<file path="src/rtl/multi_link_data_mux_if.sv">
// Bundle for multi_link_data_mux: raw receive channels in, aligned word stream
// and status out.
//   slave  modport : the multiplexer side (channels/config in, word/status out)
//   master modport : the feeding/consuming side (mirror of slave)
// Signals:
//   ch_data      NUM_CH*WORD_W  channel k at [k*WORD_W +: WORD_W]
//   ch_valid     NUM_CH         per-channel word/byte strobe
//   ch_link_ok   NUM_CH         per-channel alignment-good flag
//   ch_byte_mode NUM_CH         1 = channel carries bytes in ch_data[7:0]
//   sel_cfg      SEL_W          requested channel (manual mode)
//   auto_mode    1              1 = automatic failover
//   dout/dout_valid             packed word and its one-cycle strobe
//   active_sel/mux_state        routed channel, 00 IDLE 01 SETTLE 10 RUN 11 NOLINK
//   cfg_err/link_err_cnt/switch_cnt  status
//   dout_parity  1              even parity of dout, only with MUX_PARITY_EN
interface multi_link_data_mux_if #(
  parameter int unsigned NUM_CH = 4,
  parameter int unsigned WORD_W = 32,
  parameter int unsigned CNT_W  = 16
);
  localparam int unsigned SEL_W = $clog2(NUM_CH);

  logic [NUM_CH*WORD_W-1:0] ch_data;
  logic [NUM_CH-1:0]        ch_valid;
  logic [NUM_CH-1:0]        ch_link_ok;
  logic [NUM_CH-1:0]        ch_byte_mode;
  logic [SEL_W-1:0]         sel_cfg;
  logic                     auto_mode;
  logic [WORD_W-1:0]        dout;
  logic                     dout_valid;
  logic [SEL_W-1:0]         active_sel;
  logic [1:0]               mux_state;
  logic                     cfg_err;
  logic [CNT_W-1:0]         link_err_cnt;
  logic [CNT_W-1:0]         switch_cnt;
`ifdef MUX_PARITY_EN
  logic                     dout_parity;
`endif

  modport slave (
    input  ch_data, ch_valid, ch_link_ok, ch_byte_mode, sel_cfg, auto_mode,
    output dout, dout_valid, active_sel, mux_state, cfg_err, link_err_cnt,
           switch_cnt
`ifdef MUX_PARITY_EN
    , output dout_parity
`endif
  );

  modport master (
    output ch_data, ch_valid, ch_link_ok, ch_byte_mode, sel_cfg, auto_mode,
    input  dout, dout_valid, active_sel, mux_state, cfg_err, link_err_cnt,
           switch_cnt
`ifdef MUX_PARITY_EN
    , input dout_parity
`endif
  );
endinterface

</file>
<file path="src/rtl/multi_link_data_mux.sv">
// multi_link_data_mux: selects one of NUM_CH receive channels (32-bit words or
// 8-bit bytes) and delivers an aligned WORD_W-bit word stream, with manual or
// automatic failover, a SETTLE_CYC blanking window after reset/switch, a
// byte-to-word packer (first byte lands in the MSB) and saturating counters.
// Ports:
//   clk40  system clock, rising edge
//   rstn   synchronous reset, active low
//   bus    multi_link_data_mux_if.slave (channels/config in, word/status out)
// Optional: MUX_PARITY_EN adds bus.dout_parity = ^dout, registered with dout.
module multi_link_data_mux #(
  parameter int unsigned NUM_CH     = 4,
  parameter int unsigned WORD_W     = 32,
  parameter int unsigned SETTLE_CYC = 8,
  parameter int unsigned CNT_W      = 16
) (
  input  logic                   clk40,
  input  logic                   rstn,
  multi_link_data_mux_if.slave   bus
);
  localparam int unsigned SEL_W = $clog2(NUM_CH);
  localparam int unsigned BPW   = WORD_W / 8;
  localparam int unsigned BC_W  = $clog2(BPW) + 1;
  localparam int unsigned ST_W  = $clog2(SETTLE_CYC) + 1;

  typedef enum logic [1:0] {
    S_IDLE   = 2'b00,
    S_SETTLE = 2'b01,
    S_RUN    = 2'b10,
    S_NOLINK = 2'b11
  } state_e;

  state_e            state_q, state_d;
  logic [ST_W-1:0]   settle_q, settle_d;
  logic [SEL_W-1:0]  sel_q, sel_d;
  logic [WORD_W-1:0] dout_q, dout_d;
  logic              dvalid_q, dvalid_d;
  logic [WORD_W-1:0] pack_q, pack_d;
  logic [BC_W-1:0]   bcnt_q, bcnt_d;
  logic              bmode_q, bmode_d;
  logic              cfg_err_q, cfg_err_d;
  logic [CNT_W-1:0]  lerr_q, lerr_d;
  logic [CNT_W-1:0]  swc_q, swc_d;

  logic [WORD_W-1:0] cur_data, packed_w;
  logic              cur_valid, cur_ok, cur_bmode;
  logic              any_ok, nxt_found, sel_cfg_bad;
  logic [SEL_W-1:0]  lowest_ok, nxt_ok;

  always_comb begin : ch_view
    cur_data  = '0;
    cur_valid = 1'b0;
    cur_ok    = 1'b0;
    cur_bmode = 1'b0;
    for (int unsigned k = 0; k < NUM_CH; k++) begin
      if (sel_q == SEL_W'(k)) begin
        cur_data  = bus.ch_data[k*WORD_W +: WORD_W];
        cur_valid = bus.ch_valid[k];
        cur_ok    = bus.ch_link_ok[k];
        cur_bmode = bus.ch_byte_mode[k];
      end
    end
  end

  // Lowest healthy channel (initial/NOLINK pick) and nearest healthy channel
  // above the active one with wrap (failover pick, by rotational distance).
  always_comb begin : ch_search
    int unsigned d;
    int unsigned best_d;
    d         = 0;
    best_d    = NUM_CH;
    any_ok    = 1'b0;
    lowest_ok = '0;
    nxt_ok    = '0;
    for (int unsigned k = NUM_CH; k > 0; k--) begin
      if (bus.ch_link_ok[k-1]) begin
        any_ok    = 1'b1;
        lowest_ok = SEL_W'(k-1);
      end
    end
    for (int unsigned k = 0; k < NUM_CH; k++) begin
      d = k + NUM_CH - 32'(sel_q);
      if (d >= NUM_CH) d = d - NUM_CH;
      if (bus.ch_link_ok[k] && d != 0 && d < best_d) begin
        best_d = d;
        nxt_ok = SEL_W'(k);
      end
    end
    nxt_found = (best_d != NUM_CH);
  end

  assign sel_cfg_bad = (32'(bus.sel_cfg) >= NUM_CH);
  assign packed_w    = (pack_q << 8) | WORD_W'(cur_data[7:0]);

  always_comb begin : fsm_next
    state_d   = state_q;
    settle_d  = settle_q;
    sel_d     = sel_q;
    dout_d    = dout_q;
    dvalid_d  = 1'b0;
    pack_d    = pack_q;
    bcnt_d    = bcnt_q;
    bmode_d   = bmode_q;
    cfg_err_d = cfg_err_q | sel_cfg_bad;
    lerr_d    = lerr_q;
    swc_d     = swc_q;
    case (state_q)
      S_IDLE: begin
        pack_d   = '0;
        bcnt_d   = '0;
        settle_d = '0;
        if (bus.auto_mode) begin
          if (any_ok) begin
            sel_d   = lowest_ok;
            state_d = S_SETTLE;
          end else begin
            state_d = S_NOLINK;
          end
        end else begin
          if (!sel_cfg_bad) sel_d = bus.sel_cfg;
          state_d = S_SETTLE;
        end
      end
      S_SETTLE: begin
        pack_d   = '0;
        bcnt_d   = '0;
        bmode_d  = cur_bmode;
        settle_d = settle_q + ST_W'(1);
        if (settle_q == ST_W'(SETTLE_CYC - 1)) state_d = S_RUN;
      end
      S_RUN: begin
        if (!cur_ok && lerr_q != '1) lerr_d = lerr_q + CNT_W'(1);
        if (bus.auto_mode && !cur_ok) begin
          pack_d   = '0;
          bcnt_d   = '0;
          settle_d = '0;
          if (nxt_found) begin
            sel_d   = nxt_ok;
            state_d = S_SETTLE;
            if (swc_q != '1) swc_d = swc_q + CNT_W'(1);
          end else begin
            state_d = S_NOLINK;
          end
        end else if (!bus.auto_mode && !sel_cfg_bad && bus.sel_cfg != sel_q) begin
          pack_d   = '0;
          bcnt_d   = '0;
          settle_d = '0;
          sel_d    = bus.sel_cfg;
          state_d  = S_SETTLE;
          if (swc_q != '1) swc_d = swc_q + CNT_W'(1);
        end else if (cur_bmode != bmode_q) begin
          // mode flip mid-word: drop the partial word and this cycle's data
          bmode_d = cur_bmode;
          pack_d  = '0;
          bcnt_d  = '0;
        end else if (cur_valid) begin
          if (!cur_bmode) begin
            dout_d   = cur_data;
            dvalid_d = 1'b1;
          end else if (bcnt_q == BC_W'(BPW - 1)) begin
            dout_d   = packed_w;
            dvalid_d = 1'b1;
            pack_d   = '0;
            bcnt_d   = '0;
          end else begin
            pack_d = packed_w;
            bcnt_d = bcnt_q + BC_W'(1);
          end
        end
      end
      default: begin
        pack_d   = '0;
        bcnt_d   = '0;
        settle_d = '0;
        if (any_ok) begin
          sel_d   = lowest_ok;
          state_d = S_SETTLE;
        end
      end
    endcase
  end

  always_ff @(posedge clk40) begin
    if (!rstn) begin
      state_q   <= S_IDLE;
      settle_q  <= '0;
      sel_q     <= '0;
      dout_q    <= '0;
      dvalid_q  <= 1'b0;
      pack_q    <= '0;
      bcnt_q    <= '0;
      bmode_q   <= 1'b0;
      cfg_err_q <= 1'b0;
      lerr_q    <= '0;
      swc_q     <= '0;
    end else begin
      state_q   <= state_d;
      settle_q  <= settle_d;
      sel_q     <= sel_d;
      dout_q    <= dout_d;
      dvalid_q  <= dvalid_d;
      pack_q    <= pack_d;
      bcnt_q    <= bcnt_d;
      bmode_q   <= bmode_d;
      cfg_err_q <= cfg_err_d;
      lerr_q    <= lerr_d;
      swc_q     <= swc_d;
    end
  end

`ifdef MUX_PARITY_EN
  logic par_q;
  always_ff @(posedge clk40) begin
    if (!rstn) par_q <= 1'b0;
    else       par_q <= ^dout_d;
  end
  assign bus.dout_parity = par_q;
`endif

  assign bus.dout         = dout_q;
  assign bus.dout_valid   = dvalid_q;
  assign bus.active_sel   = sel_q;
  assign bus.mux_state    = state_q;
  assign bus.cfg_err      = cfg_err_q;
  assign bus.link_err_cnt = lerr_q;
  assign bus.switch_cnt   = swc_q;
endmodule

</file>
<file path="src/flat_wrapper.sv">
// flat-port wrapper written by rule: the top's interface ports become plain ports
module multi_link_data_mux_flat 
#(
  parameter int unsigned NUM_CH     = 4,
  parameter int unsigned WORD_W     = 32,
  parameter int unsigned SETTLE_CYC = 8,
  parameter int unsigned CNT_W      = 16
)
  (clk40, rstn, bus_ch_data, bus_ch_valid, bus_ch_link_ok, bus_ch_byte_mode, bus_sel_cfg, bus_auto_mode, bus_dout, bus_dout_valid, bus_active_sel, bus_mux_state, bus_cfg_err, bus_link_err_cnt, bus_switch_cnt);
  multi_link_data_mux_if #(.NUM_CH(NUM_CH), .WORD_W(WORD_W), .CNT_W(CNT_W)) bus_i ();
  input  logic clk40;
  input  logic rstn;
  input wire logic [$bits(bus_i.ch_data)-1:0] bus_ch_data;
  input wire logic [$bits(bus_i.ch_valid)-1:0] bus_ch_valid;
  input wire logic [$bits(bus_i.ch_link_ok)-1:0] bus_ch_link_ok;
  input wire logic [$bits(bus_i.ch_byte_mode)-1:0] bus_ch_byte_mode;
  input wire logic [$bits(bus_i.sel_cfg)-1:0] bus_sel_cfg;
  input wire logic [$bits(bus_i.auto_mode)-1:0] bus_auto_mode;
  output wire logic [$bits(bus_i.dout)-1:0] bus_dout;
  output wire logic [$bits(bus_i.dout_valid)-1:0] bus_dout_valid;
  output wire logic [$bits(bus_i.active_sel)-1:0] bus_active_sel;
  output wire logic [$bits(bus_i.mux_state)-1:0] bus_mux_state;
  output wire logic [$bits(bus_i.cfg_err)-1:0] bus_cfg_err;
  output wire logic [$bits(bus_i.link_err_cnt)-1:0] bus_link_err_cnt;
  output wire logic [$bits(bus_i.switch_cnt)-1:0] bus_switch_cnt;
  assign bus_i.ch_data = bus_ch_data;
  assign bus_i.ch_valid = bus_ch_valid;
  assign bus_i.ch_link_ok = bus_ch_link_ok;
  assign bus_i.ch_byte_mode = bus_ch_byte_mode;
  assign bus_i.sel_cfg = bus_sel_cfg;
  assign bus_i.auto_mode = bus_auto_mode;
  assign bus_dout = bus_i.dout;
  assign bus_dout_valid = bus_i.dout_valid;
  assign bus_active_sel = bus_i.active_sel;
  assign bus_mux_state = bus_i.mux_state;
  assign bus_cfg_err = bus_i.cfg_err;
  assign bus_link_err_cnt = bus_i.link_err_cnt;
  assign bus_switch_cnt = bus_i.switch_cnt;
  multi_link_data_mux #(.NUM_CH(NUM_CH), .WORD_W(WORD_W), .SETTLE_CYC(SETTLE_CYC), .CNT_W(CNT_W)) u_core (.clk40(clk40), .rstn(rstn), .bus(bus_i));
endmodule
</file>
<file path="config.mk">
export PLATFORM = sky130hd
export DESIGN_NAME = multi_link_data_mux_flat
export DESIGN_NICKNAME = d
export VERILOG_FILES = /design/src/rtl/multi_link_data_mux_if.sv /design/src/rtl/multi_link_data_mux.sv /design/src/flat_wrapper.sv
export SDC_FILE = /design/constraint.sdc
export NUM_CORES = 1
export LEC_CHECK = 0
export CAP_MARGIN = 20
export CORE_MARGIN = 3
export CORE_UTILIZATION = 40
export DETAILED_ROUTE_END_ITERATION = 16
export GPL_TIMING_DRIVEN = 1
export MAX_ROUTING_LAYER = met4
export PLACE_DENSITY = 0.83
export SYNTH_ARGS = -nofsm -noshare
export SYNTH_HDL_FRONTEND = slang
export SYNTH_SLANG_ARGS = --single-unit
export TNS_END_PERCENT = 20
</file>
<file path="constraint.sdc">
create_clock -name clk40 -period 8.8 [get_ports clk40]
set_clock_uncertainty 0.15 [all_clocks]
set_input_delay 0.88 -clock clk40 [delete_from_list [all_inputs] [get_ports clk40]]
set_output_delay 0.88 -clock clk40 [all_outputs]
set_load 0.005 [all_outputs]
</file>
==> load_flow_metrics.sql <==
INSERT INTO impl_metrics (metric_group, metric, value, unit) VALUES
('logic_synthesis', 'count_of_different_cell_masters_after_synthesis', '63', ''),
('setup_path', 'worst_path_largest_cell_delay', '0.80', 'ns'),
('die', 'core.rowCount', '43', ''),
('logic_synthesis', 'syn-cell-area', '5890', 'µm²'),
('clock_network', 'tritoncts_clock_tree', 'done', ''),
('run_status', 'run_status', 'completed', ''),
('clock_network', 'htree_levels', '3', ''),
('logic_synthesis', 'dominantRegCellSynth', 'sky130_fd_sc_hd__dfxtp_1', ''),
('grt', 'grt_pass1_vias', '5862', ''),
('drt', 'drt-vias-per-instance', '5.54', ''),
('setup_path', 'timing.critical_path.arrival', '4.76', 'ns'),
('timing', 'worst_slew_pin_slew', '0.938', 'ns'),
('grt', 'grt_start_max_net_pins', '74', ''),
('die', 'start_util', '41.6', '%'),
('power_and_ir_drop', 'powerDensity', '132', 'nW/µm²'),
('power_and_ir_drop', 'vdd_drop_max', '0.0000946', 'V'),
('timing', 'slew-limit-headroom', '37.5', '%'),
('drt', 'routed_wl', '17.9', 'mm'),
('die', 'die_height', '127', 'µm'),
('timing', 'highest_clock_rate', '216', 'MHz'),
('setup_path', 'worst_path_most_repeated_cell', 'sky130_fd_sc_hd__a21oi_1', ''),
('logic_synthesis', 'syn_area_per_cell', '7.65', 'µm²'),
('timing', 'setup_slack', '4.17', 'ns'),
('placed_design', 'port_buf_inserts', '213', ''),
('layout', 'num_antenna_cells', '0', ''),
('setup_path', 'criticalPathCategory', 'reg2reg', ''),
('layout', 'area_delta_synth_final', '41.5', '%'),
('setup_path', 'timing.critical_path.slowest_stage_cell', 'sky130_fd_sc_hd__ha_2', ''),
('setup_path', 'critical_path.n_buffers_inverters', '1', ''),
('timing', 'setup_viol_count_final', '0', ''),
('timing', 'setup_tns', '0', 'ns'),
('grt', 'antenna_found_initial', '0', ''),
('power_and_ir_drop', 'power.static_leakage', '2.84', 'nW'),
('clock_network', 'numClockSinks', '101', ''),
('worst_hold_path', 'hp-class', 'reg2reg', ''),
('placed_design', 'place.gp.congestion', '0.869', ''),
('timing', 'grt_setup_unrepaired', 'no', ''),
('power_and_ir_drop', 'intPower', '0.779', 'mW'),
('setup_path', 'critical_path.cell_chain', 'inv_1 > ha_2 > nand2_1 > ha_1 > a21oi_1 > nor3_1 > a21oi_1 > ha_1 > o211ai_1 > nand3_1 > nand4b_1 > o21ai_2 > a21oi_1 > and4_1 > mux2i_1', ''),
('clock_network', 'clock_latency', '0.35', 'ns'),
('run', 'cap_violations', '0', ''),
('timing', 'final_max_slew_viol_count', '0', ''),
('die', 'ios', '215', ''),
('timing', 'finalWorstPathRequiredPeriod', '4.63', 'ns'),
('power_and_ir_drop', 'swShare', '29.4', '%'),
('setup_path', 'ff_to_ff_setup_slack', '4.17', 'ns'),
('clock_network', 'cts_hold_repair.buffers', '0', ''),
('grt', 'grt_first_pass_wirelength', '28.6', 'mm'),
('setup_path', 'crit_family', 'compound AO/OA/AOI/OAI gates', ''),
('die', 'die-area', '16200', 'µm²'),
('setup_path', 'worst_setup_path_end_kind', 'register', ''),
('logic_synthesis', 'yosys_warnings', '0', ''),
('layout', 'filler_cell_count', '1300', ''),
('drt', 'wl_per_cell', '16.0', 'µm'),
('power_and_ir_drop', 'seq_power_share', '42.0', '%'),
('drt', 'antenna_violating_nets_post_route', '0', ''),
('drt', 'via_count', '6232', ''),
('drt', 'first_pass_iters', '5', ''),
('placed_design', 'dpl-instance-area', '8060', 'µm²'),
('power_and_ir_drop', 'switchingPower', '0.325', 'mW'),
('clock_network', 'cts_post_setup_buffers_inserted', '0', ''),
('layout', 'drive_gt1_share', '4.55', '%'),
('die', 'core-area', '14100', 'µm²'),
('clock_network', 'clock_path_buffers', '2', ''),
('logic_synthesis', 'synth_enable_flop_cells', '0', ''),
('drt', 'route.detailed.drc', '0', ''),
('placed_design', 'preCtsSetupSlack', '4.20', 'ns'),
('setup_path', 'cp_max_fo', '42', ''),
('logic_synthesis', 'ys_seq_area_share', '34.3', '%'),
('clock_network', 'postCtsResizedCells', '0', ''),
('clock_network', 'cts-root-buf', 'sky130_fd_sc_hd__clkbuf_16', '');
==> flip-flops by register name, indices dropped and copies added (netlist names) <==
signal and flops:
u_core.bus.link_err_cnt 16, u_core.bcnt_q 3, u_core.bus.mux_state 2, u_core.bus.active_sel 2, u_core.bus.dout 32, u_core.bus.dout_valid 1
u_core.settle_q 4, u_core.bus.switch_cnt 16, u_core.pack_q 24, u_core.bmode_q 1
==> path summary, 6_finish.rpt <==
check / startpoint / endpoint / cells past startpoint
worst max register to register: u_core.bus.active_sel[1] / u_core.bus.switch_cnt[9] / 15
worst min-delay path: u_core.bus.dout[26] / u_core.bus.dout[26] / 2
worst min register to register: u_core.bus.dout[26] / u_core.bus.dout[26] / 2
worst max-delay path: u_core.bus.active_sel[1] / u_core.bus.switch_cnt[9] / 15
==> layout by cell type, fill, tap and decap left out, types with 10 or more instances in the layout <==
cell / synthesis / routed
sky130_fd_sc_hd__nand2_1: 96 / 96
sky130_fd_sc_hd__nand3_1: 34 / 34
sky130_fd_sc_hd__o211ai_1: 52 / 52
sky130_fd_sc_hd__mux2i_1: 10 / 10
sky130_fd_sc_hd__nand2b_1: 13 / 13
sky130_fd_sc_hd__nor3_1: 22 / 22
sky130_fd_sc_hd__a22oi_1: 27 / 27
sky130_fd_sc_hd__o21ai_0: 12 / 12
sky130_fd_sc_hd__nor2_1: 77 / 77
sky130_fd_sc_hd__and2_1: 10 / 10
sky130_fd_sc_hd__dfxtp_1: 101 / 101
sky130_fd_sc_hd__nor2b_1: 15 / 14
sky130_fd_sc_hd__a211oi_1: 11 / 11
sky130_fd_sc_hd__xor2_1: 14 / 14
sky130_fd_sc_hd__a21oi_1: 99 / 99
sky130_fd_sc_hd__ha_1: 16 / 13
sky130_fd_sc_hd__clkdlybuf4s50_1: 0 / 213
==> cell usage after synthesis, types with 14 or more instances <==
cell type,n,area share [%]
sky130_fd_sc_hd__nand2_1,96,6.1
sky130_fd_sc_hd__dfxtp_1,101,34
sky130_fd_sc_hd__nor3_1,22,1.9
sky130_fd_sc_hd__clkbuf_1,40,2.5
sky130_fd_sc_hd__a22oi_1,27,3.4
sky130_fd_sc_hd__nand3_1,34,2.9
sky130_fd_sc_hd__o211ai_1,52,6.6
sky130_fd_sc_hd__xor2_1,14,2.1
sky130_fd_sc_hd__nor2_1,77,4.9
sky130_fd_sc_hd__ha_1,16,3.4
sky130_fd_sc_hd__nor2b_1,15,1.6
sky130_fd_sc_hd__a21oi_1,99,8.4
==> cells by family after synthesis <==
group	count (synthesis)	synth area share, %
XOR/XNOR	23	3.42
AND/OR/NAND/NOR	304	24.5
adder cells (fa/ha/maj)	16	3.40
buffers and inverters	71	5.18
AO/OA/AOI/OAI	241	26.9
flip-flops	101	34.3
multiplexers	12	2.19
other	2	0.127
==> tightest hold or removal path, cell delays in order, from the launching register on <==
cell	delay, ns
sky130_fd_sc_hd__dfxtp_1	0.31
sky130_fd_sc_hd__nand2_1	0.05
sky130_fd_sc_hd__a21oi_1	0.05
==> per-layer routing <==
metal / routed length (µm) / up-vias / GRT usage (%)
met3: 981 / 30 / 3.76
met4: 359 / 0 / 6.44
li1: - / 3125 / -
met1: 7690 / 2882 / 27.0
met5: 0 / - / -
met2: 8910 / 195 / 37.1
==> power by group through the flow <==
stage / Combinational [mW] / Clock [mW] / Sequential (mW)
3_5_place_dp: 0.268 / 0 / 0.475
3_3_place_gp: 0.264 / 0 / 0.474
5_1_grt: 0.300 / 0.392 / 0.465
4_1_cts: 0.270 / 0.375 / 0.464
2_1_floorplan: 0.160 / 0 / 0.473
6_report: 0.271 / 0.369 / 0.464
==> through the flow <==
| step | cells | hold slack, ns | utilization [%] |
|---|---|---|---|
| finish | 1125 | 0.304 | 58.9 |
| global route | 1125 | 0.317 | 58.9 |
| CTS | 1124 | 0.303 | 58.8 |
| detailed placement | 1109 | 0.291 | 56.9 |
| global placement | 1109 | 0.278 | 56.9 |
| floorplan | 771 | 0.268 | - |
==> area by class of cell <==
cell class / instances / area (µm²) / area share [%]
repair buffers: 220 / 2190 / 26.3
well taps: 180 / 225 / 2.70
inverters: 10 / 37.5 / 0.450
clock inverters: 5 / 36.3 / 0.435
multi-input cells: 599 / 3590 / 43.1
flip-flops and latches: 101 / 2020 / 24.3
clock buffers: 10 / 229 / 2.75
No activity file was read; power rests on OpenSTA's default activity.
